--- src/rtl/rggen_rtl_pkg.sv ---
// Shared helpers, widths and payload layouts for the rggen AXI4-Lite
// channel buffer and its FIFOs.
package rggen_rtl_pkg;
  localparam int RGGEN_AXI4LITE_MAX_BUFFER_DEPTH = 8;

  localparam int RGGEN_AXI4LITE_PAYLOAD_ID_WIDTH      = 1;
  localparam int RGGEN_AXI4LITE_PAYLOAD_ADDRESS_WIDTH = 8;
  localparam int RGGEN_AXI4LITE_PAYLOAD_BUS_WIDTH     = 32;

  function automatic int rggen_clip_width(input int width);
    return (width > 0) ? width : 1;
  endfunction

  // Flattened channel widths, used when the payload is parametrised per instance.
  function automatic int rggen_axi4lite_addr_payload_width(input int id_width, input int address_width);
    return rggen_clip_width(id_width) + address_width + 3;
  endfunction

  function automatic int rggen_axi4lite_w_payload_width(input int bus_width);
    return bus_width + (bus_width / 8);
  endfunction

  function automatic int rggen_axi4lite_b_payload_width(input int id_width);
    return rggen_clip_width(id_width) + 2;
  endfunction

  function automatic int rggen_axi4lite_r_payload_width(input int id_width, input int bus_width);
    return rggen_clip_width(id_width) + 2 + bus_width;
  endfunction

  typedef struct packed {
    logic [RGGEN_AXI4LITE_PAYLOAD_ID_WIDTH-1:0]      id;
    logic [RGGEN_AXI4LITE_PAYLOAD_ADDRESS_WIDTH-1:0] addr;
    logic [2:0]                                      prot;
  } rggen_axi4lite_aw_payload;

  typedef struct packed {
    logic [RGGEN_AXI4LITE_PAYLOAD_BUS_WIDTH-1:0]   data;
    logic [RGGEN_AXI4LITE_PAYLOAD_BUS_WIDTH/8-1:0] strb;
  } rggen_axi4lite_w_payload;

  typedef struct packed {
    logic [RGGEN_AXI4LITE_PAYLOAD_ID_WIDTH-1:0]      id;
    logic [RGGEN_AXI4LITE_PAYLOAD_ADDRESS_WIDTH-1:0] addr;
    logic [2:0]                                      prot;
  } rggen_axi4lite_ar_payload;

  typedef struct packed {
    logic [RGGEN_AXI4LITE_PAYLOAD_ID_WIDTH-1:0] id;
    logic [1:0]                                 resp;
  } rggen_axi4lite_b_payload;

  typedef struct packed {
    logic [RGGEN_AXI4LITE_PAYLOAD_ID_WIDTH-1:0]  id;
    logic [1:0]                                  resp;
    logic [RGGEN_AXI4LITE_PAYLOAD_BUS_WIDTH-1:0] data;
  } rggen_axi4lite_r_payload;
endpackage

--- src/rtl/rggen_axi4lite_if.sv ---
// AXI4-Lite bundle with master/slave views; ID is carried as at least one bit.
interface rggen_axi4lite_if
  import rggen_rtl_pkg::*;
#(
  parameter int ID_WIDTH      = 0,
  parameter int ADDRESS_WIDTH = 8,
  parameter int BUS_WIDTH     = 32
);
  localparam int ID_W = rggen_clip_width(ID_WIDTH);

  logic                     awvalid;
  logic                     awready;
  logic [ID_W-1:0]          awid;
  logic [ADDRESS_WIDTH-1:0] awaddr;
  logic [2:0]               awprot;
  logic                     wvalid;
  logic                     wready;
  logic [BUS_WIDTH-1:0]     wdata;
  logic [BUS_WIDTH/8-1:0]   wstrb;
  logic                     bvalid;
  logic                     bready;
  logic [ID_W-1:0]          bid;
  logic [1:0]               bresp;
  logic                     arvalid;
  logic                     arready;
  logic [ID_W-1:0]          arid;
  logic [ADDRESS_WIDTH-1:0] araddr;
  logic [2:0]               arprot;
  logic                     rvalid;
  logic                     rready;
  logic [ID_W-1:0]          rid;
  logic [1:0]               rresp;
  logic [BUS_WIDTH-1:0]     rdata;

  modport master (
    output awvalid, awid, awaddr, awprot, input awready,
    output wvalid, wdata, wstrb, input wready,
    input bvalid, bid, bresp, output bready,
    output arvalid, arid, araddr, arprot, input arready,
    input rvalid, rid, rresp, rdata, output rready
  );

  modport slave (
    input awvalid, awid, awaddr, awprot, output awready,
    input wvalid, wdata, wstrb, output wready,
    output bvalid, bid, bresp, input bready,
    input arvalid, arid, araddr, arprot, output arready,
    output rvalid, rid, rresp, rdata, input rready
  );
endinterface

--- src/rtl/rggen_axi4lite_channel_fifo.sv ---
// Registered valid/ready FIFO: ready and valid come only from the entry count,
// so neither side sees a combinational path from the other.
module rggen_axi4lite_channel_fifo
  import rggen_rtl_pkg::*;
#(
  parameter int WIDTH = 8,
  parameter int DEPTH = 2
)(
  input  logic             i_clk,
  input  logic             i_rst,
  input  logic             i_valid,
  output logic             o_ready,
  input  logic [WIDTH-1:0] i_data,
  output logic             o_valid,
  input  logic             i_ready,
  output logic [WIDTH-1:0] o_data,
  output logic             o_empty
);
  localparam int PTR_W = (DEPTH > 1) ? $clog2(DEPTH) : 1;
  localparam int CNT_W = $clog2(DEPTH + 1);
  localparam logic [CNT_W-1:0] FULL_COUNT = CNT_W'(DEPTH);
  localparam logic [PTR_W-1:0] LAST_PTR   = PTR_W'(DEPTH - 1);

  logic [CNT_W-1:0] count_q;
  logic [CNT_W-1:0] count_d;
  logic [PTR_W-1:0] wr_ptr_q;
  logic [PTR_W-1:0] wr_ptr_d;
  logic [PTR_W-1:0] rd_ptr_q;
  logic [PTR_W-1:0] rd_ptr_d;
  logic [WIDTH-1:0] storage_q [DEPTH];
  logic [WIDTH-1:0] storage_d [DEPTH];
  logic             push;
  logic             pop;

  function automatic logic [PTR_W-1:0] next_ptr(input logic [PTR_W-1:0] ptr);
    return (ptr == LAST_PTR) ? '0 : ptr + 1'b1;
  endfunction

  assign o_ready = (count_q != FULL_COUNT);
  assign o_valid = (count_q != '0);
  assign o_empty = (count_q == '0);
  assign o_data  = storage_q[rd_ptr_q];
  assign push    = i_valid && o_ready;
  assign pop     = o_valid && i_ready;

  always_comb begin
    count_d  = count_q;
    wr_ptr_d = wr_ptr_q;
    rd_ptr_d = rd_ptr_q;
    if (push) begin
      wr_ptr_d = next_ptr(wr_ptr_q);
    end
    if (pop) begin
      rd_ptr_d = next_ptr(rd_ptr_q);
    end
    if (push && !pop) begin
      count_d = count_q + 1'b1;
    end else if (pop && !push) begin
      count_d = count_q - 1'b1;
    end
  end

  always_comb begin
    storage_d = storage_q;
    if (push) begin
      storage_d[wr_ptr_q] = i_data;
    end
  end

  always_ff @(posedge i_clk) begin
    if (i_rst) begin
      count_q  <= '0;
      wr_ptr_q <= '0;
      rd_ptr_q <= '0;
    end else begin
      count_q  <= count_d;
      wr_ptr_q <= wr_ptr_d;
      rd_ptr_q <= rd_ptr_d;
    end
  end

  // Payload storage carries no reset; the count alone decides what is live.
  always_ff @(posedge i_clk) begin
    storage_q <= storage_d;
  end
endmodule

--- src/rtl/rggen_axi4lite_channel_buffer.sv ---
// Decouples AW/W/AR through independent registered FIFOs. Defining
// RGGEN_AXI4LITE_RESPONSE_SLICE_EN also registers B and R; otherwise they pass through.
module rggen_axi4lite_channel_buffer
  import rggen_rtl_pkg::*;
#(
  parameter int ID_WIDTH      = 0,
  parameter int ADDRESS_WIDTH = 8,
  parameter int BUS_WIDTH     = 32,
  parameter int DEPTH         = 2
)(
  input  logic            i_clk,
  input  logic            i_rst,
  rggen_axi4lite_if.slave  slave_if,
  rggen_axi4lite_if.master master_if,
  output logic            o_idle
);
  localparam int AW_W = rggen_axi4lite_addr_payload_width(ID_WIDTH, ADDRESS_WIDTH);
  localparam int W_W  = rggen_axi4lite_w_payload_width(BUS_WIDTH);
  localparam int AR_W = rggen_axi4lite_addr_payload_width(ID_WIDTH, ADDRESS_WIDTH);

  logic [AW_W-1:0] aw_data;
  logic [W_W-1:0]  w_data;
  logic [AR_W-1:0] ar_data;
  logic            aw_empty;
  logic            w_empty;
  logic            ar_empty;

  rggen_axi4lite_channel_fifo #(.WIDTH(AW_W), .DEPTH(DEPTH)) u_aw_fifo (
    .i_clk   (i_clk),
    .i_rst   (i_rst),
    .i_valid (slave_if.awvalid),
    .o_ready (slave_if.awready),
    .i_data  ({slave_if.awid, slave_if.awaddr, slave_if.awprot}),
    .o_valid (master_if.awvalid),
    .i_ready (master_if.awready),
    .o_data  (aw_data),
    .o_empty (aw_empty)
  );
  assign {master_if.awid, master_if.awaddr, master_if.awprot} = aw_data;

  rggen_axi4lite_channel_fifo #(.WIDTH(W_W), .DEPTH(DEPTH)) u_w_fifo (
    .i_clk   (i_clk),
    .i_rst   (i_rst),
    .i_valid (slave_if.wvalid),
    .o_ready (slave_if.wready),
    .i_data  ({slave_if.wdata, slave_if.wstrb}),
    .o_valid (master_if.wvalid),
    .i_ready (master_if.wready),
    .o_data  (w_data),
    .o_empty (w_empty)
  );
  assign {master_if.wdata, master_if.wstrb} = w_data;

  rggen_axi4lite_channel_fifo #(.WIDTH(AR_W), .DEPTH(DEPTH)) u_ar_fifo (
    .i_clk   (i_clk),
    .i_rst   (i_rst),
    .i_valid (slave_if.arvalid),
    .o_ready (slave_if.arready),
    .i_data  ({slave_if.arid, slave_if.araddr, slave_if.arprot}),
    .o_valid (master_if.arvalid),
    .i_ready (master_if.arready),
    .o_data  (ar_data),
    .o_empty (ar_empty)
  );
  assign {master_if.arid, master_if.araddr, master_if.arprot} = ar_data;

  assign o_idle = aw_empty && w_empty && ar_empty;

`ifdef RGGEN_AXI4LITE_RESPONSE_SLICE_EN
  localparam int B_W = rggen_axi4lite_b_payload_width(ID_WIDTH);
  localparam int R_W = rggen_axi4lite_r_payload_width(ID_WIDTH, BUS_WIDTH);

  logic [B_W-1:0] b_data;
  logic [R_W-1:0] r_data;
  logic           b_empty;
  logic           r_empty;
  logic           resp_empty_unused;

  // Two entries let the response slice accept a new beat every cycle.
  rggen_axi4lite_channel_fifo #(.WIDTH(B_W), .DEPTH(2)) u_b_fifo (
    .i_clk   (i_clk),
    .i_rst   (i_rst),
    .i_valid (master_if.bvalid),
    .o_ready (master_if.bready),
    .i_data  ({master_if.bid, master_if.bresp}),
    .o_valid (slave_if.bvalid),
    .i_ready (slave_if.bready),
    .o_data  (b_data),
    .o_empty (b_empty)
  );
  assign {slave_if.bid, slave_if.bresp} = b_data;

  rggen_axi4lite_channel_fifo #(.WIDTH(R_W), .DEPTH(2)) u_r_fifo (
    .i_clk   (i_clk),
    .i_rst   (i_rst),
    .i_valid (master_if.rvalid),
    .o_ready (master_if.rready),
    .i_data  ({master_if.rid, master_if.rresp, master_if.rdata}),
    .o_valid (slave_if.rvalid),
    .i_ready (slave_if.rready),
    .o_data  (r_data),
    .o_empty (r_empty)
  );
  assign {slave_if.rid, slave_if.rresp, slave_if.rdata} = r_data;

  assign resp_empty_unused = b_empty | r_empty;
`else
  assign slave_if.bvalid  = master_if.bvalid;
  assign master_if.bready = slave_if.bready;
  assign slave_if.bid     = master_if.bid;
  assign slave_if.bresp   = master_if.bresp;
  assign slave_if.rvalid  = master_if.rvalid;
  assign master_if.rready = slave_if.rready;
  assign slave_if.rid     = master_if.rid;
  assign slave_if.rresp   = master_if.rresp;
  assign slave_if.rdata   = master_if.rdata;
`endif
endmodule

--- src/flat_wrapper.sv ---
// flat-port wrapper written by rule: the top's interface ports become plain ports
module rggen_axi4lite_channel_buffer_flat import rggen_rtl_pkg::*;
#(
  parameter int ID_WIDTH      = 0,
  parameter int ADDRESS_WIDTH = 8,
  parameter int BUS_WIDTH     = 32,
  parameter int DEPTH         = 2
)
  (i_clk, i_rst, o_idle, slave_if_awvalid, slave_if_awid, slave_if_awaddr, slave_if_awprot, slave_if_awready, slave_if_wvalid, slave_if_wdata, slave_if_wstrb, slave_if_wready, slave_if_bvalid, slave_if_bid, slave_if_bresp, slave_if_bready, slave_if_arvalid, slave_if_arid, slave_if_araddr, slave_if_arprot, slave_if_arready, slave_if_rvalid, slave_if_rid, slave_if_rresp, slave_if_rdata, slave_if_rready, master_if_awvalid, master_if_awid, master_if_awaddr, master_if_awprot, master_if_awready, master_if_wvalid, master_if_wdata, master_if_wstrb, master_if_wready, master_if_bvalid, master_if_bid, master_if_bresp, master_if_bready, master_if_arvalid, master_if_arid, master_if_araddr, master_if_arprot, master_if_arready, master_if_rvalid, master_if_rid, master_if_rresp, master_if_rdata, master_if_rready);
  rggen_axi4lite_if #(.ID_WIDTH(ID_WIDTH), .ADDRESS_WIDTH(ADDRESS_WIDTH), .BUS_WIDTH(BUS_WIDTH)) slave_if_i ();
  rggen_axi4lite_if #(.ID_WIDTH(ID_WIDTH), .ADDRESS_WIDTH(ADDRESS_WIDTH), .BUS_WIDTH(BUS_WIDTH)) master_if_i ();
  input  logic i_clk;
  input  logic i_rst;
  output logic o_idle;
  input wire logic [$bits(slave_if_i.awvalid)-1:0] slave_if_awvalid;
  input wire logic [$bits(slave_if_i.awid)-1:0] slave_if_awid;
  input wire logic [$bits(slave_if_i.awaddr)-1:0] slave_if_awaddr;
  input wire logic [$bits(slave_if_i.awprot)-1:0] slave_if_awprot;
  output wire logic [$bits(slave_if_i.awready)-1:0] slave_if_awready;
  input wire logic [$bits(slave_if_i.wvalid)-1:0] slave_if_wvalid;
  input wire logic [$bits(slave_if_i.wdata)-1:0] slave_if_wdata;
  input wire logic [$bits(slave_if_i.wstrb)-1:0] slave_if_wstrb;
  output wire logic [$bits(slave_if_i.wready)-1:0] slave_if_wready;
  output wire logic [$bits(slave_if_i.bvalid)-1:0] slave_if_bvalid;
  output wire logic [$bits(slave_if_i.bid)-1:0] slave_if_bid;
  output wire logic [$bits(slave_if_i.bresp)-1:0] slave_if_bresp;
  input wire logic [$bits(slave_if_i.bready)-1:0] slave_if_bready;
  input wire logic [$bits(slave_if_i.arvalid)-1:0] slave_if_arvalid;
  input wire logic [$bits(slave_if_i.arid)-1:0] slave_if_arid;
  input wire logic [$bits(slave_if_i.araddr)-1:0] slave_if_araddr;
  input wire logic [$bits(slave_if_i.arprot)-1:0] slave_if_arprot;
  output wire logic [$bits(slave_if_i.arready)-1:0] slave_if_arready;
  output wire logic [$bits(slave_if_i.rvalid)-1:0] slave_if_rvalid;
  output wire logic [$bits(slave_if_i.rid)-1:0] slave_if_rid;
  output wire logic [$bits(slave_if_i.rresp)-1:0] slave_if_rresp;
  output wire logic [$bits(slave_if_i.rdata)-1:0] slave_if_rdata;
  input wire logic [$bits(slave_if_i.rready)-1:0] slave_if_rready;
  output wire logic [$bits(master_if_i.awvalid)-1:0] master_if_awvalid;
  output wire logic [$bits(master_if_i.awid)-1:0] master_if_awid;
  output wire logic [$bits(master_if_i.awaddr)-1:0] master_if_awaddr;
  output wire logic [$bits(master_if_i.awprot)-1:0] master_if_awprot;
  input wire logic [$bits(master_if_i.awready)-1:0] master_if_awready;
  output wire logic [$bits(master_if_i.wvalid)-1:0] master_if_wvalid;
  output wire logic [$bits(master_if_i.wdata)-1:0] master_if_wdata;
  output wire logic [$bits(master_if_i.wstrb)-1:0] master_if_wstrb;
  input wire logic [$bits(master_if_i.wready)-1:0] master_if_wready;
  input wire logic [$bits(master_if_i.bvalid)-1:0] master_if_bvalid;
  input wire logic [$bits(master_if_i.bid)-1:0] master_if_bid;
  input wire logic [$bits(master_if_i.bresp)-1:0] master_if_bresp;
  output wire logic [$bits(master_if_i.bready)-1:0] master_if_bready;
  output wire logic [$bits(master_if_i.arvalid)-1:0] master_if_arvalid;
  output wire logic [$bits(master_if_i.arid)-1:0] master_if_arid;
  output wire logic [$bits(master_if_i.araddr)-1:0] master_if_araddr;
  output wire logic [$bits(master_if_i.arprot)-1:0] master_if_arprot;
  input wire logic [$bits(master_if_i.arready)-1:0] master_if_arready;
  input wire logic [$bits(master_if_i.rvalid)-1:0] master_if_rvalid;
  input wire logic [$bits(master_if_i.rid)-1:0] master_if_rid;
  input wire logic [$bits(master_if_i.rresp)-1:0] master_if_rresp;
  input wire logic [$bits(master_if_i.rdata)-1:0] master_if_rdata;
  output wire logic [$bits(master_if_i.rready)-1:0] master_if_rready;
  assign slave_if_i.awvalid = slave_if_awvalid;
  assign slave_if_i.awid = slave_if_awid;
  assign slave_if_i.awaddr = slave_if_awaddr;
  assign slave_if_i.awprot = slave_if_awprot;
  assign slave_if_awready = slave_if_i.awready;
  assign slave_if_i.wvalid = slave_if_wvalid;
  assign slave_if_i.wdata = slave_if_wdata;
  assign slave_if_i.wstrb = slave_if_wstrb;
  assign slave_if_wready = slave_if_i.wready;
  assign slave_if_bvalid = slave_if_i.bvalid;
  assign slave_if_bid = slave_if_i.bid;
  assign slave_if_bresp = slave_if_i.bresp;
  assign slave_if_i.bready = slave_if_bready;
  assign slave_if_i.arvalid = slave_if_arvalid;
  assign slave_if_i.arid = slave_if_arid;
  assign slave_if_i.araddr = slave_if_araddr;
  assign slave_if_i.arprot = slave_if_arprot;
  assign slave_if_arready = slave_if_i.arready;
  assign slave_if_rvalid = slave_if_i.rvalid;
  assign slave_if_rid = slave_if_i.rid;
  assign slave_if_rresp = slave_if_i.rresp;
  assign slave_if_rdata = slave_if_i.rdata;
  assign slave_if_i.rready = slave_if_rready;
  assign master_if_awvalid = master_if_i.awvalid;
  assign master_if_awid = master_if_i.awid;
  assign master_if_awaddr = master_if_i.awaddr;
  assign master_if_awprot = master_if_i.awprot;
  assign master_if_i.awready = master_if_awready;
  assign master_if_wvalid = master_if_i.wvalid;
  assign master_if_wdata = master_if_i.wdata;
  assign master_if_wstrb = master_if_i.wstrb;
  assign master_if_i.wready = master_if_wready;
  assign master_if_i.bvalid = master_if_bvalid;
  assign master_if_i.bid = master_if_bid;
  assign master_if_i.bresp = master_if_bresp;
  assign master_if_bready = master_if_i.bready;
  assign master_if_arvalid = master_if_i.arvalid;
  assign master_if_arid = master_if_i.arid;
  assign master_if_araddr = master_if_i.araddr;
  assign master_if_arprot = master_if_i.arprot;
  assign master_if_i.arready = master_if_arready;
  assign master_if_i.rvalid = master_if_rvalid;
  assign master_if_i.rid = master_if_rid;
  assign master_if_i.rresp = master_if_rresp;
  assign master_if_i.rdata = master_if_rdata;
  assign master_if_rready = master_if_i.rready;
  rggen_axi4lite_channel_buffer #(.ID_WIDTH(ID_WIDTH), .ADDRESS_WIDTH(ADDRESS_WIDTH), .BUS_WIDTH(BUS_WIDTH), .DEPTH(DEPTH)) u_core (.i_clk(i_clk), .i_rst(i_rst), .slave_if(slave_if_i), .master_if(master_if_i), .o_idle(o_idle));
endmodule
--- config.mk ---
export PLATFORM = sky130hd
export DESIGN_NAME = rggen_axi4lite_channel_buffer_flat
export DESIGN_NICKNAME = d
export VERILOG_FILES = /design/src/rtl/rggen_rtl_pkg.sv /design/src/rtl/rggen_axi4lite_if.sv /design/src/rtl/rggen_axi4lite_channel_fifo.sv /design/src/rtl/rggen_axi4lite_channel_buffer.sv /design/src/flat_wrapper.sv
export SDC_FILE = /design/constraint.sdc
export NUM_CORES = 1
export LEC_CHECK = 0
export BUFFER_PORTS_ARGS = -buffer_cell sky130_fd_sc_hd__clkbuf_2
export CAP_MARGIN = 20
export CELL_PAD_IN_SITES_DETAIL_PLACEMENT = 2
export CELL_PAD_IN_SITES_GLOBAL_PLACEMENT = 2
export CORE_MARGIN = 3
export CORE_UTILIZATION = 32
export DETAILED_ROUTE_END_ITERATION = 16
export HOLD_SLACK_MARGIN = 0.06
export PLACE_DENSITY_LB_ADDON = 0.1
export SKIP_CTS_REPAIR_TIMING = 1
export SYNTH_ARGS = -nofsm -noshare
export SYNTH_HDL_FRONTEND = slang
export SYNTH_SLANG_ARGS = --single-unit
--- constraint.sdc ---
create_clock -name i_clk -period 2.15 [get_ports i_clk]
set_input_delay 0 -clock i_clk [delete_from_list [all_inputs] [get_ports i_clk]]
set_output_delay 0 -clock i_clk [all_outputs]
set_load 0.01 [all_outputs]
# --- After elaboration in Yosys (flattened, before gate mapping) ---
# Index checks and enable logic that the tools add are counted.
word_totals:
  out_inout_bits: 109
  word_cells: 107
  regBits: 132
op_classes:
  n_reduce_logical: 32
  bitwise_logic: 6
  eq_ne: 3
  n_lt_le_gt_ge: 9
  n_mux: 30
  add_sub_neg: 12
op_table:
  columns: ["op", "n"]
  rows:
  - ["$mux 36", 4]
  - ["$mux 12", 8]
  - ["$bwmux 72", 1]
  - ["$bwmux 24", 2]
  - ["$demux 36 s1", 1]
  - ["$demux 12 s1", 2]
  - ["$logic_and 1x1->1", 17]
  - ["$ge 2x2->1 const B", 6]
  - ["$mux 2", 6]
  - ["$not 1->2", 6]
  - ["$reduce_bool 2->1", 6]
  - ["$add 1x1->1 const B", 6]
  - ["$add 2x1->2 const B", 3]
  - ["$logic_not 1->1", 6]
  - ["$logic_not 2->1", 3]
  - ["$lt 2x1->1 const B", 3]
  - ["$mux 1", 6]
  - ["$ne 2x2->1 const B", 3]
  - ["$sub 2x1->2 const B", 3]

# --- Longest topological paths before layout ---
# Gate-level depths: netlist of run 1.
logic_depth:
  depth_word: 6
  mapped_depth: 6
  mapped_depth_nobuf: 6

# --- Modules after synthesis ---
# A second synthesis of run 1 with hierarchy kept.
hier_totals:
  cells_unflattened: 298
  hier_area_um2: 5268.8
by_module_without_submodules:
  columns: ["module", "area_each_um2", "seq_area_each_um2", "instances", "cells_each"]
  rows:
  - ["rggen_axi4lite_channel_fifo at u_core.u_w_fifo", 2805.2, 2242.2, 1, 135]
  - ["rggen_axi4lite_channel_fifo at u_core.u_ar_fifo ...", 1071.0, 800.8, 2, 60]
  - ["rggen_axi4lite_channel_buffer", 321.6, 0.0, 1, 43]

# --- Least setup slack after synthesis of run 1 ---
# No wires, ideal clock.
synth_timing:
  path_type: "reg-to-reg"
  start: "register u_core.u_w_fifo.count_q[0]"
  end: "register u_core.u_w_fifo.storage_q[0] (netlist name) (enable)"
  arrival_ns: 1.490
  path_stages_with_launch: 3
  n_path_buf: 0
  path_slack_ns: 0.264
  path_cell_list: "dfxtp_1 -> nand2b_4 -> and3_1"
synth_via:
  elab_chain_len: 2
synth_lines:
  columns: ["item", "line_no", "source"]
  rows:
  - ["start, declared", "rggen_axi4lite_channel_fifo.sv:24", "logic [CNT_W-1:0] count_q;"]
  - ["start signal, assigned", "rggen_axi4lite_channel_fifo.sv:76", "count_q <= count_d;"]
  - ["$ne 2x2->1", "rggen_axi4lite_channel_fifo.sv:39", "assign o_ready = (count_q != FULL_COUNT);"]
  - ["net slave_if_wready", "flat_wrapper.sv:23", "output wire logic [$bits(slave_if_i.wready)-1:0] slave_if_wready;"]
  - ["$logic_and 1x1->1", "rggen_axi4lite_channel_fifo.sv:43", "assign push = i_valid && o_ready;"]
  - ["end signal, assigned", "rggen_axi4lite_channel_fifo.sv:84", "storage_q <= storage_d;"]
  - ["end, declared", "rggen_axi4lite_channel_fifo.sv:30", "logic [WIDTH-1:0] storage_q [DEPTH];"]
# The timed path passes the listed nets, and every way through them passes these cells.
# A chain may end at the register's enable or synchronous reset.

# --- Worst setup path after layout of run 1 ---
layout_timing:
  start: "register u_core.u_w_fifo.rd_ptr_q"
  end: "output master_if_wdata[9]"
layout_via:
  elab_chain_len: 4
layout_lines:
  columns: ["item", "line_no", "source"]
  rows:
  - ["start, declared", "rggen_axi4lite_channel_fifo.sv:28", "logic [PTR_W-1:0] rd_ptr_q;"]
  - ["start signal, assigned", "rggen_axi4lite_channel_fifo.sv:78", "rd_ptr_q <= rd_ptr_d;"]
  - ["$not 1->2 (not written as such)", "rggen_axi4lite_channel_fifo.sv:42", "assign o_data = storage_q[rd_ptr_q];"]
  - ["$mux 36 (not written as such) (3 in a row)", "rggen_axi4lite_channel_fifo.sv:42", null]
  - ["end, declared", "flat_wrapper.sv:44", "output wire logic [$bits(master_if_i.wdata)-1:0] master_if_wdata;"]
# No other way between the ends. The select of a mux whose other input is x is not followed.

==> impl_metrics.yaml, run 1 <==
yosys:
  yosys_warnings: 0
  synth_flop_cell: "edfxtp_1"
  synth_largest_area_cell: "edfxtp_1"
  yosysMostFrequentCell: "edfxtp_1"
  synth-edff-count: 120
  ys_top_cells_by_area: "edfxtp_1 (69%), mux2_2 (13%), buf_4 (6.4%), dfxtp_1 (4.6%), xor2_1 (1.5%)"
  ys_seq_area_share_pct: 73.1
  synth-seq-cells: 132
  synth_top_area_share_pct: 68.5
  async_flop_share_pct: 0
  syn_area_per_cell_sq_um: 17.8
  synth_area_sq_um: 5260
  synthTopCellsByCount: "edfxtp_1 (120), mux2_2 (60), buf_4 (45), dfxtp_1 (12), xor2_1 (9)"
  syn_inst: 296
  synth_cell_types: 20
  syn-num-nets: 409
worst_setup_path:
  crit_required_ns: 2.15
  worstSetupStartpointType: "flip-flop"
  cp_slowest_cell: "buf_4"
  crit_type: "flip-flop to primary output"
  crit_path_max_incr_delay_ns: 0.45
  ff2ff_setup_slack_ns: 0.50
  critPathCaptureType: "primary output"
  crit_path_cell_trace: "buf_4, mux2_2, clkbuf_2"
  crit_fanout: 37
  cp.arrival_ns: 1.72
floorplan:
  rows: 46
  start_util_pct: 32.9
  die_x_um: 134
  io_pins: 219
  die_h_um: 134
  dieArea_sq_um: 18000
  coreArea_sq_um: 16000
final_layout:
  postLayoutCoreUtil_pct: 47.5
  drive_gt1_share_pct: 45.2
  fillers: 1544
  postLayoutCellArea_sq_um: 7600
  final_cells: 743
  syn2layout_area_growth_pct: 44.4
  num_antenna_cells: 0
  layout.nets: 627
grt:
  gr-total-overflow: 0
  antenna_found_initial: 0
  grt_usage_pct: 12.4
  grt_max_degree: 38
  grt_use_met1_pct: 13.7
  grt_pass1_vias: 3174
  top_usage_layer: "met2"
  grt_pass1_wl_um: 16800
  grt_util_met3_pct: 5.66
  grt_use_met2_pct: 21.0
timing:
  drv_slew: 0
  rsz0062_at_grt: "false"
  setup_slack_ns: 0.431
  relSlewSlack_pct: 56.7
  final.setup.tns_ns: 0
  hold_viol: 0
  clock_skew_ns: 0.00499
  setup_viol: 0
  clock.fmax_mhz: 582
  min_period_over_period_pct: 80.0
  tightest_slew_ns: 0.649
  fin_crit_ns: 1.72
  hold_ws_ns: 0.0135
placed_design:
  place_inst: 600
  postPlaceCellArea_sq_um: 5890
  gp_congestion: 0.682
  pre_cts_slack_ns: 0.508
  place_hpwl_um: 7330
  port_buffers: 134
outcome:
  status: "completed"
power_and_ir_drop:
  sw_frac_of_total_pct: 27.8
  p_leak_nw: 2.96
  p_sw_mw: 2.35
  p_per_area_nw_per_um2: 1110
  power_frac_clock_pct: 33.9
  power.total_mw: 8.46
  p_comb_share_pct: 25.5
  ir_worst_vdd_uv: 675
  internal_power_mw: 6.11
  seqPwrFrac_pct: 40.6
routing:
  drt_iter0_drc: 118
  firstDrtPassIters: 3
  finalWirelength_um: 12400
  drc: 0
  via_count: 3222
  ant_nets: 0
  viasPerCell: 4.34
  wl_per_cell_um: 16.7
run:
  cap_violations: 0
clocking:
  h-tree-depth: 4
  cts_sinks: 132
  path_clk_slew_ns: 0.05
  cts_buffer_depth: 2
  cts_buffers: 17
  cts-root-buf: "clkbuf_16"
  cts_tree: "done"
  clock_latency_ns: 0.41
min_path:
  hold_path_class: "input port to flip-flop"
-- cell usage in the layout (no fill, tap or decap) --
cell type      synthesis  routed
a21bo_2                3       3
a21oi_1                6       6
and2_1                 3       3
and3_1                 3       2
and3_2                 0       1
buf_12                 0       2
buf_4                 45       1
bufinv_16              0       3
clkbuf_1               1       1
clkbuf_16              0      17
clkbuf_2               0     134
clkinv_1               0       1
clkinv_2               0       4
clkinv_4               0       3
clkinvlp_4             0       3
dfxtp_1               12      11
dfxtp_2                0       1
dlygate4sd3_1          0     111
edfxtp_1             120     120
ha_1                   3       3
inv_1                  3       3
mux2_2                60      60
nand2b_4               3       3
nand3b_1               3       3
nor2_1                 6       6
nor3_1                 1       1
o21ai_0                6       6
or2_2                  3       3
or3_1                  3       3
xor2_1                 9       9
-- cell families (layout without fill, tap and decap cells) --
kind of cell / Yosys count / after routing / share of synthesized area (%)
AOI/OAI and AO/OA: 15 / 15 / 1.71
muxes: 60 / 60 / 12.8
xor gates and xnor gates: 9 / 9 / 1.50
adders and majority gates: 3 / 3 / 0.714
DFF: 132 / 132 / 73.1
and+or+nand+nor: 25 / 25 / 3.16
buffers and inverters: 52 / 283 / 6.99
-- per-layer routing --
metal,part of all wire (%),wire length [um]
met1,39,4800
met4,1.5,183
met2,54,6690
met5,0,0
met3,6.2,768
-- power groups by stage --
stage | clock network [mW] | logic, mW | registers [mW]
final | 2.87 | 2.15 | 3.43
after global routing | 3.08 | 2.38 | 3.48
after CTS | 2.95 | 2.02 | 3.44
after detailed placement | 0 | 2.00 | 3.49
after global placement | 0 | 1.97 | 3.46
after floorplan | 0 | 1.37 | 3.38
-- final cells by class --
cell class,count,area [sq um],share of cell area (%)
clock buffers,18,429,5.65
clock inverters,14,163,2.14
inverters,3,11.3,0.148
multi-input cells,112,1050,13.8
flip-flops and latches,132,3840,50.6
well taps,216,270,3.56
repair buffers,248,1830,24.1
-- worst paths after layout --
check,start,endpoint,cells after the start
min reg2reg,u_core.u_w_fifo.count_q[1]$_SDFFE_PP0P_,u_core.u_w_fifo.count_q[1]$_SDFFE_PP0P_,2
max,u_core.u_w_fifo.rd_ptr_q$_SDFFE_PP0P_,master_if_wdata[9],3
min,master_if_wready,u_core.u_w_fifo.rd_ptr_q$_SDFFE_PP0P_,4
max reg2reg,u_core.u_aw_fifo.count_q[0]$_SDFFE_PP0P_,u_core.u_aw_fifo.count_q[1]$_SDFFE_PP0P_,5
-- sequential cells by signal, indices dropped and copies added, names as in the netlist --
signal                      cells
u_core.u_aw_fifo.storage_q     24
u_core.u_w_fifo.storage_q      72
u_core.u_ar_fifo.rd_ptr_q       1
u_core.u_ar_fifo.count_q        2
u_core.u_w_fifo.count_q         2
u_core.u_ar_fifo.storage_q     24
u_core.u_aw_fifo.count_q        2
u_core.u_aw_fifo.wr_ptr_q       1
u_core.u_aw_fifo.rd_ptr_q       1
u_core.u_w_fifo.rd_ptr_q        1
u_core.u_w_fifo.wr_ptr_q        1
u_core.u_ar_fifo.wr_ptr_q       1
-- critical path, delay by kind of cell, from the launching register on --
family | cells | cell delay, ns
flip-flops | 1 | 0.31
buffers and inverters | 2 | 0.59
multiplexers | 1 | 0.40
Power figures use the tool's default switching activity.
==> run 2: changes to the inputs <==
Settings changed: CORE_UTILIZATION 32 to 29.
Clock period 2.15 ns to 1.5 ns, I/O delays scaled along.
==> run 2 against run 1 <==
Against the previous run: the flow now finishes with violations (negative hold slack, negative setup slack); die area is 9.9% higher; cell area rose by 4.7%; wire length rose by 5.3%; largest power group unchanged; sequential share of layout area decreased by 2.1 points; combinational power increased by 77%; power is 56% higher; cell count is 3.1% higher; non-clock buffer count is 14 higher; via count increased by 2.2%; sequential cell count is the same; setup slack worse by 0.47 ns; critical path depth is 3 higher.
==> impl_metrics.yaml, run 2 (synthesis results as in run 1) <==
clocking:
  cts-root-buf: "clkbuf_16"
  cts_sinks: 132
  path_clk_slew_ns: 0.06
  cts_buffer_depth: 2
  cts_tree: "done"
  clock_latency_ns: 0.41
  cts_buffers: 17
  h-tree-depth: 4
worst_setup_path:
  cp.arrival_ns: 1.87
  reg2reg_depth: 6
  crit_type: "flip-flop to flip-flop"
  crit_path_cell_trace: "nand2b_4, and2_4, ha_4, xor2_2, or3_4, a21oi_2"
  crit_required_ns: 1.83
  worstSetupStartpointType: "flip-flop"
  ff2ff_setup_slack_ns: -0.04
  cp-startpoint: "u_core.u_w_fifo.count_q[0]$_SDFFE_PP0P_"
  crit_fanout: 5
  critPathCaptureType: "flip-flop"
  path_buf_inv: 0
  crit_path_max_incr_delay_ns: 0.37
  regToRegEndpoint: "u_core.u_w_fifo.count_q[1]$_SDFFE_PP0P_"
  reg2reg_from: "u_core.u_w_fifo.count_q[0]$_SDFFE_PP0P_"
  critical_path.endpoint: "u_core.u_w_fifo.count_q[1]$_SDFFE_PP0P_"
  cp_top_family: "simple AND/OR/NAND/NOR gates"
  crit_cells: 6
  cp_slowest_cell: "or3_4"
placed_design:
  place_hpwl_um: 7880
  place_inst: 627
  port_buffers: 134
  gp_congestion: 0.665
  postPlaceCellArea_sq_um: 6130
  pre_cts_slack_ns: -0.0820
timing:
  clock.fmax_mhz: 648
  clock_skew_ns: 0.00671
  drv_slew: 0
  tightest_slew_ns: 0.340
  rsz0062_at_grt: "true"
  hold_ws_ns: -0.0281
  hold_viol: 3
  setup_slack_ns: -0.0432
  min_period_over_period_pct: 103
  final.setup.tns_ns: -0.0516
  setup_viol: 3
  relSlewSlack_pct: 77.3
  fin_crit_ns: 1.54
floorplan:
  rows: 48
  dieArea_sq_um: 19800
  start_util_pct: 30.0
  coreArea_sq_um: 17500
  die_x_um: 141
  die_h_um: 141
  io_pins: 219
grt:
  grt_pass1_wl_um: 17800
  gr-total-overflow: 0
  grt_usage_pct: 11.9
  grt_max_degree: 37
  antenna_found_initial: 0
  grt_pass1_vias: 3271
routing:
  ant_nets: 0
  firstDrtPassIters: 4
  finalWirelength_um: 13100
  drc: 0
  viasPerCell: 4.30
  wl_per_cell_um: 17.1
  via_count: 3293
  drt_iter0_drc: 107
power_and_ir_drop:
  sw_frac_of_total_pct: 27.2
  p_leak_nw: 3.08
  seqPwrFrac_pct: 37.1
  p_comb_share_pct: 28.9
  internal_power_mw: 9.59
  ir_worst_vdd_uv: 791
  power.total_mw: 13.2
  p_per_area_nw_per_um2: 1660
  p_sw_mw: 3.59
  power_frac_clock_pct: 34.0
final_layout:
  fillers: 1672
  final_cell_mix: "clkbuf_2 (133), edfxtp_1 (120), dlygate4sd3_1 (105)"
  num_antenna_cells: 0
  postLayoutCellArea_sq_um: 7960
  postLayoutCoreUtil_pct: 45.4
  layout.nets: 641
  regArea_sq_um: 3860
  top_register: "u_core.u_w_fifo.storage_q"
  syn2layout_area_growth_pct: 51.2
  drive_gt1_share_pct: 51.2
  multi_input_area_sq_um: 1140
  largest_reg_flops: 72
  final_common_cell: "clkbuf_2"
  final_cells: 766
  reg_top3: "u_core.u_w_fifo.storage_q (72), u_core.u_ar_fifo.storage_q (24), u_core.u_aw_fifo.storage_q (24)"
run:
  cap_violations: 0
min_path:
  hold_path_class: "input port to flip-flop"
  hold_path.startpoint: "i_rst"
outcome:
  failed_checks: "negative hold slack, negative setup slack"
  status: "finished with violations"
## run 2: worst min path at each step
| stage | end | slack, ns | depth (start not counted) |
|---|---|---|---|
| final | u_core.u_ar_fifo.count_q[1]$_SDFFE_PP0P_ | -0.03 | 2 |
| after global routing | u_core.u_ar_fifo.count_q[1]$_SDFFE_PP0P_ | -0.009 | 2 |
| after floorplan | u_core.u_ar_fifo.count_q[1]$_SDFFE_PP0P_ | 0.07 | 1 |
| after CTS | u_core.u_aw_fifo.storage_q[3]$_DFFE_PP_ | -0.25 | 1 |
| after global placement | master_if_bready | 0.00007 | 0 |
| after detailed placement | master_if_bready | 0.00007 | 0 |
## run 2: power groups by stage
stage	combinational [mW]	sequential [mW]	clock, mW
floorplan	1.98	4.85	0
global placement	3.29	4.88	0
detailed placement	3.36	4.93	0
CTS	3.38	4.85	4.62
global route	4.18	4.95	4.78
finish	3.81	4.88	4.48
## run 2: layout make-up
cell class,count,share of cell area (%)
flip-flops and latches,132,48.5
clock inverters,14,2.64
inverters,3,0.189
repair buffers,262,25.4
well taps,225,3.54
multi-input cells,112,14.3
clock buffers,18,5.39
## run 2: routing by layer
| layer | vias to the layer above | global-route usage [%] | share of wire, % |
|---|---|---|---|
| met5 | - | 0 | 0 |
| met4 | 0 | 5.00 | 1.2 |
| met3 | 12 | 5.22 | 6.3 |
| met2 | 125 | 19.2 | 54 |
| met1 | 1627 | 13.8 | 39 |
| li1 | 1529 | - | - |
==> run 3: changes to the inputs <==
Settings changed: CORE_MARGIN 3 to 4.
==> run 3 against run 2 <==
Against the previous run: clock skew grew 0.0014 ns; setup slack gained 0.014 ns; utilization increased by 0.26 points; non-clock buffer count rose by 3; global-route usage down 0.64 points; the flow still finishes with violations (negative hold slack, negative setup slack); fmax up 0.89%; worst hold slack lost 0.0049 ns; clock power down 8.0%; largest power group unchanged; die area rose by 2.9%; sequential cell count is the same.
==> impl_metrics.yaml, run 3 (synthesis results as in run 1) <==
power_and_ir_drop:
  power.total_mw: 13.0
  p_per_area_nw_per_um2: 1630
  p_sw_mw: 3.62
  p_comb_share_pct: 30.8
  internal_power_mw: 9.40
  sw_frac_of_total_pct: 27.8
  ir_worst_vdd_uv: 798
  seqPwrFrac_pct: 37.5
  p_leak_nw: 3.12
  power_frac_clock_pct: 31.6
routing:
  viasPerCell: 4.29
  finalWirelength_um: 13400
  firstDrtPassIters: 5
  drc: 0
  drt_iter0_drc: 110
  ant_nets: 0
  via_count: 3301
  wl_per_cell_um: 17.4
final_layout:
  fillers: 1693
  postLayoutCoreUtil_pct: 45.6
  top_register: "u_core.u_w_fifo.storage_q"
  reg_top3: "u_core.u_w_fifo.storage_q (72), u_core.u_ar_fifo.storage_q (24), u_core.u_aw_fifo.storage_q (24)"
  largest_reg_flops: 72
  final_cell_mix: "clkbuf_2 (124), edfxtp_1 (120), dlygate4sd3_1 (105)"
  drive_gt1_share_pct: 50.6
  layout.nets: 644
  num_antenna_cells: 0
  multi_input_area_sq_um: 1140
  final_cells: 769
  syn2layout_area_growth_pct: 52.1
  regArea_sq_um: 3860
  final_common_cell: "clkbuf_2"
placed_design:
  place_hpwl_um: 7720
  gp_congestion: 0.651
  place_inst: 626
  port_buffers: 134
timing:
  fin_crit_ns: 1.53
  min_period_over_period_pct: 102
  clock_skew_ns: 0.00807
  hold_viol: 12
  drv_slew: 0
  hold_ws_ns: -0.0329
  setup_viol: 18
  final.setup.tns_ns: -0.186
  rsz0062_at_grt: "true"
  setup_slack_ns: -0.0296
  clock.fmax_mhz: 654
  tightest_slew_ns: 0.318
  relSlewSlack_pct: 78.8
grt:
  antenna_found_initial: 0
  grt_max_degree: 37
  grt_pass1_vias: 3247
  gr-total-overflow: 0
  grt_pass1_wl_um: 17000
  grt_usage_pct: 11.2
worst_setup_path:
  crit_type: "flip-flop to flip-flop"
  ff2ff_setup_slack_ns: -0.03
  crit_fanout: 5
  worstSetupStartpointType: "flip-flop"
  crit_path_cell_trace: "nand2b_4, and2_4, ha_4, xor2_2, or3_1, a21oi_2"
  crit_path_max_incr_delay_ns: 0.36
  reg2reg_from: "u_core.u_w_fifo.count_q[0]$_SDFFE_PP0P_"
  reg2reg_depth: 6
  regToRegEndpoint: "u_core.u_w_fifo.count_q[1]$_SDFFE_PP0P_"
  crit_required_ns: 1.84
  cp_slowest_cell: "dfxtp_4"
  critPathCaptureType: "flip-flop"
  cp.arrival_ns: 1.87
clocking:
  cts_buffers: 17
  h-tree-depth: 4
  cts_buffer_depth: 2
  clock_latency_ns: 0.41
  cts-root-buf: "clkbuf_16"
  cts_sinks: 132
  path_clk_slew_ns: 0.06
  cts_tree: "done"
floorplan:
  die_h_um: 143
  start_util_pct: 30.0
  io_pins: 219
  coreArea_sq_um: 17500
  rows: 48
  die_x_um: 143
  dieArea_sq_um: 20400
run:
  cap_violations: 0
min_path:
  hold_path.startpoint: "i_rst"
  hold_path_class: "input port to flip-flop"
  hold_depth: 2
  min_to: "u_core.u_ar_fifo.count_q[1]$_SDFFE_PP0P_"
outcome:
  failed_checks: "negative hold slack, negative setup slack"
  status: "finished with violations"
run 3: cell count changes in the layout (fill, tap and decap cells not counted), moves of 2 or more:
| cell | delta |
|---|---|
| buf_2 | +2 |
| mux2_4 | +8 |
| buf_4 | +3 |
| clkinv_2 | +2 |
| clkbuf_2 | -9 |
| buf_6 | +5 |
| clkbuf_16 | +3 |
| mux2_2 | -8 |
| bufinv_16 | -2 |
run 3: per-layer routing:
metal / wire (um) / vias up / GRT usage (%)
li1: - / 1539 / -
met1: 5090 / 1619 / 12.1
met2: 7240 / 129 / 19.2
met3: 881 / 14 / 4.76
met4: 174 / 0 / 4.80
met5: 0 / - / 0
run 3: how the worst max path moves through the flow:
stage	start	to	slack, ns
2_1_floorplan	u_core.u_w_fifo.count_q[0]$_SDFFE_PP0P_	u_core.u_w_fifo.storage_q[36]$_DFFE_PP_	-0.04
5_1_grt	u_core.u_w_fifo.rd_ptr_q$_SDFFE_PP0P_	master_if_wdata[28]	-0.09
4_1_cts	u_core.u_ar_fifo.count_q[0]$_SDFFE_PP0P_	u_core.u_ar_fifo.count_q[1]$_SDFFE_PP0P_	-0.10
6_report	u_core.u_w_fifo.count_q[0]$_SDFFE_PP0P_	u_core.u_w_fifo.count_q[1]$_SDFFE_PP0P_	-0.03
3_5_place_dp	u_core.u_ar_fifo.count_q[0]$_SDFFE_PP0P_	u_core.u_ar_fifo.count_q[1]$_SDFFE_PP0P_	-0.08
3_3_place_gp	u_core.u_ar_fifo.count_q[0]$_SDFFE_PP0P_	u_core.u_ar_fifo.count_q[1]$_SDFFE_PP0P_	0.02
run 3: worst max-delay path, delay by kind of cell (launching register included):
family / cells / cell delay [ns]
compound gates: 1 / 0.14
xor+xnor: 1 / 0.14
fa+ha+maj: 1 / 0.15
flops: 1 / 0.36
simple gates: 3 / 0.66
run 3: cell type report:
cell class	count	share of cell area (%)
clock buffers	17	5.32
clock inverters	15	2.05
inverters	3	0.188
multi-input cells	112	14.2
flip-flops and latches	132	48.2
well taps	225	3.52
repair buffers	265	26.5
run 3: power by group through the flow:
stage                     sequential, mW  combinational (mW)  clock (mW)
after floorplan                     4.85                1.98           0
after global placement              4.87                3.30           0
after detailed placement            4.91                3.35           0
after CTS                           4.84                3.37        4.25
after global routing                4.95                4.35        4.43
final                               4.89                4.02        4.12
run 3: through the flow:
stage | worst slack, ns | area (sq um)
finish | -0.0296 | 8000
global route | -0.0854 | 8000
CTS | -0.104 | 6700
detailed placement | -0.0761 | 6110
global placement | 0.0157 | 6110
floorplan | -0.0369 | 5270
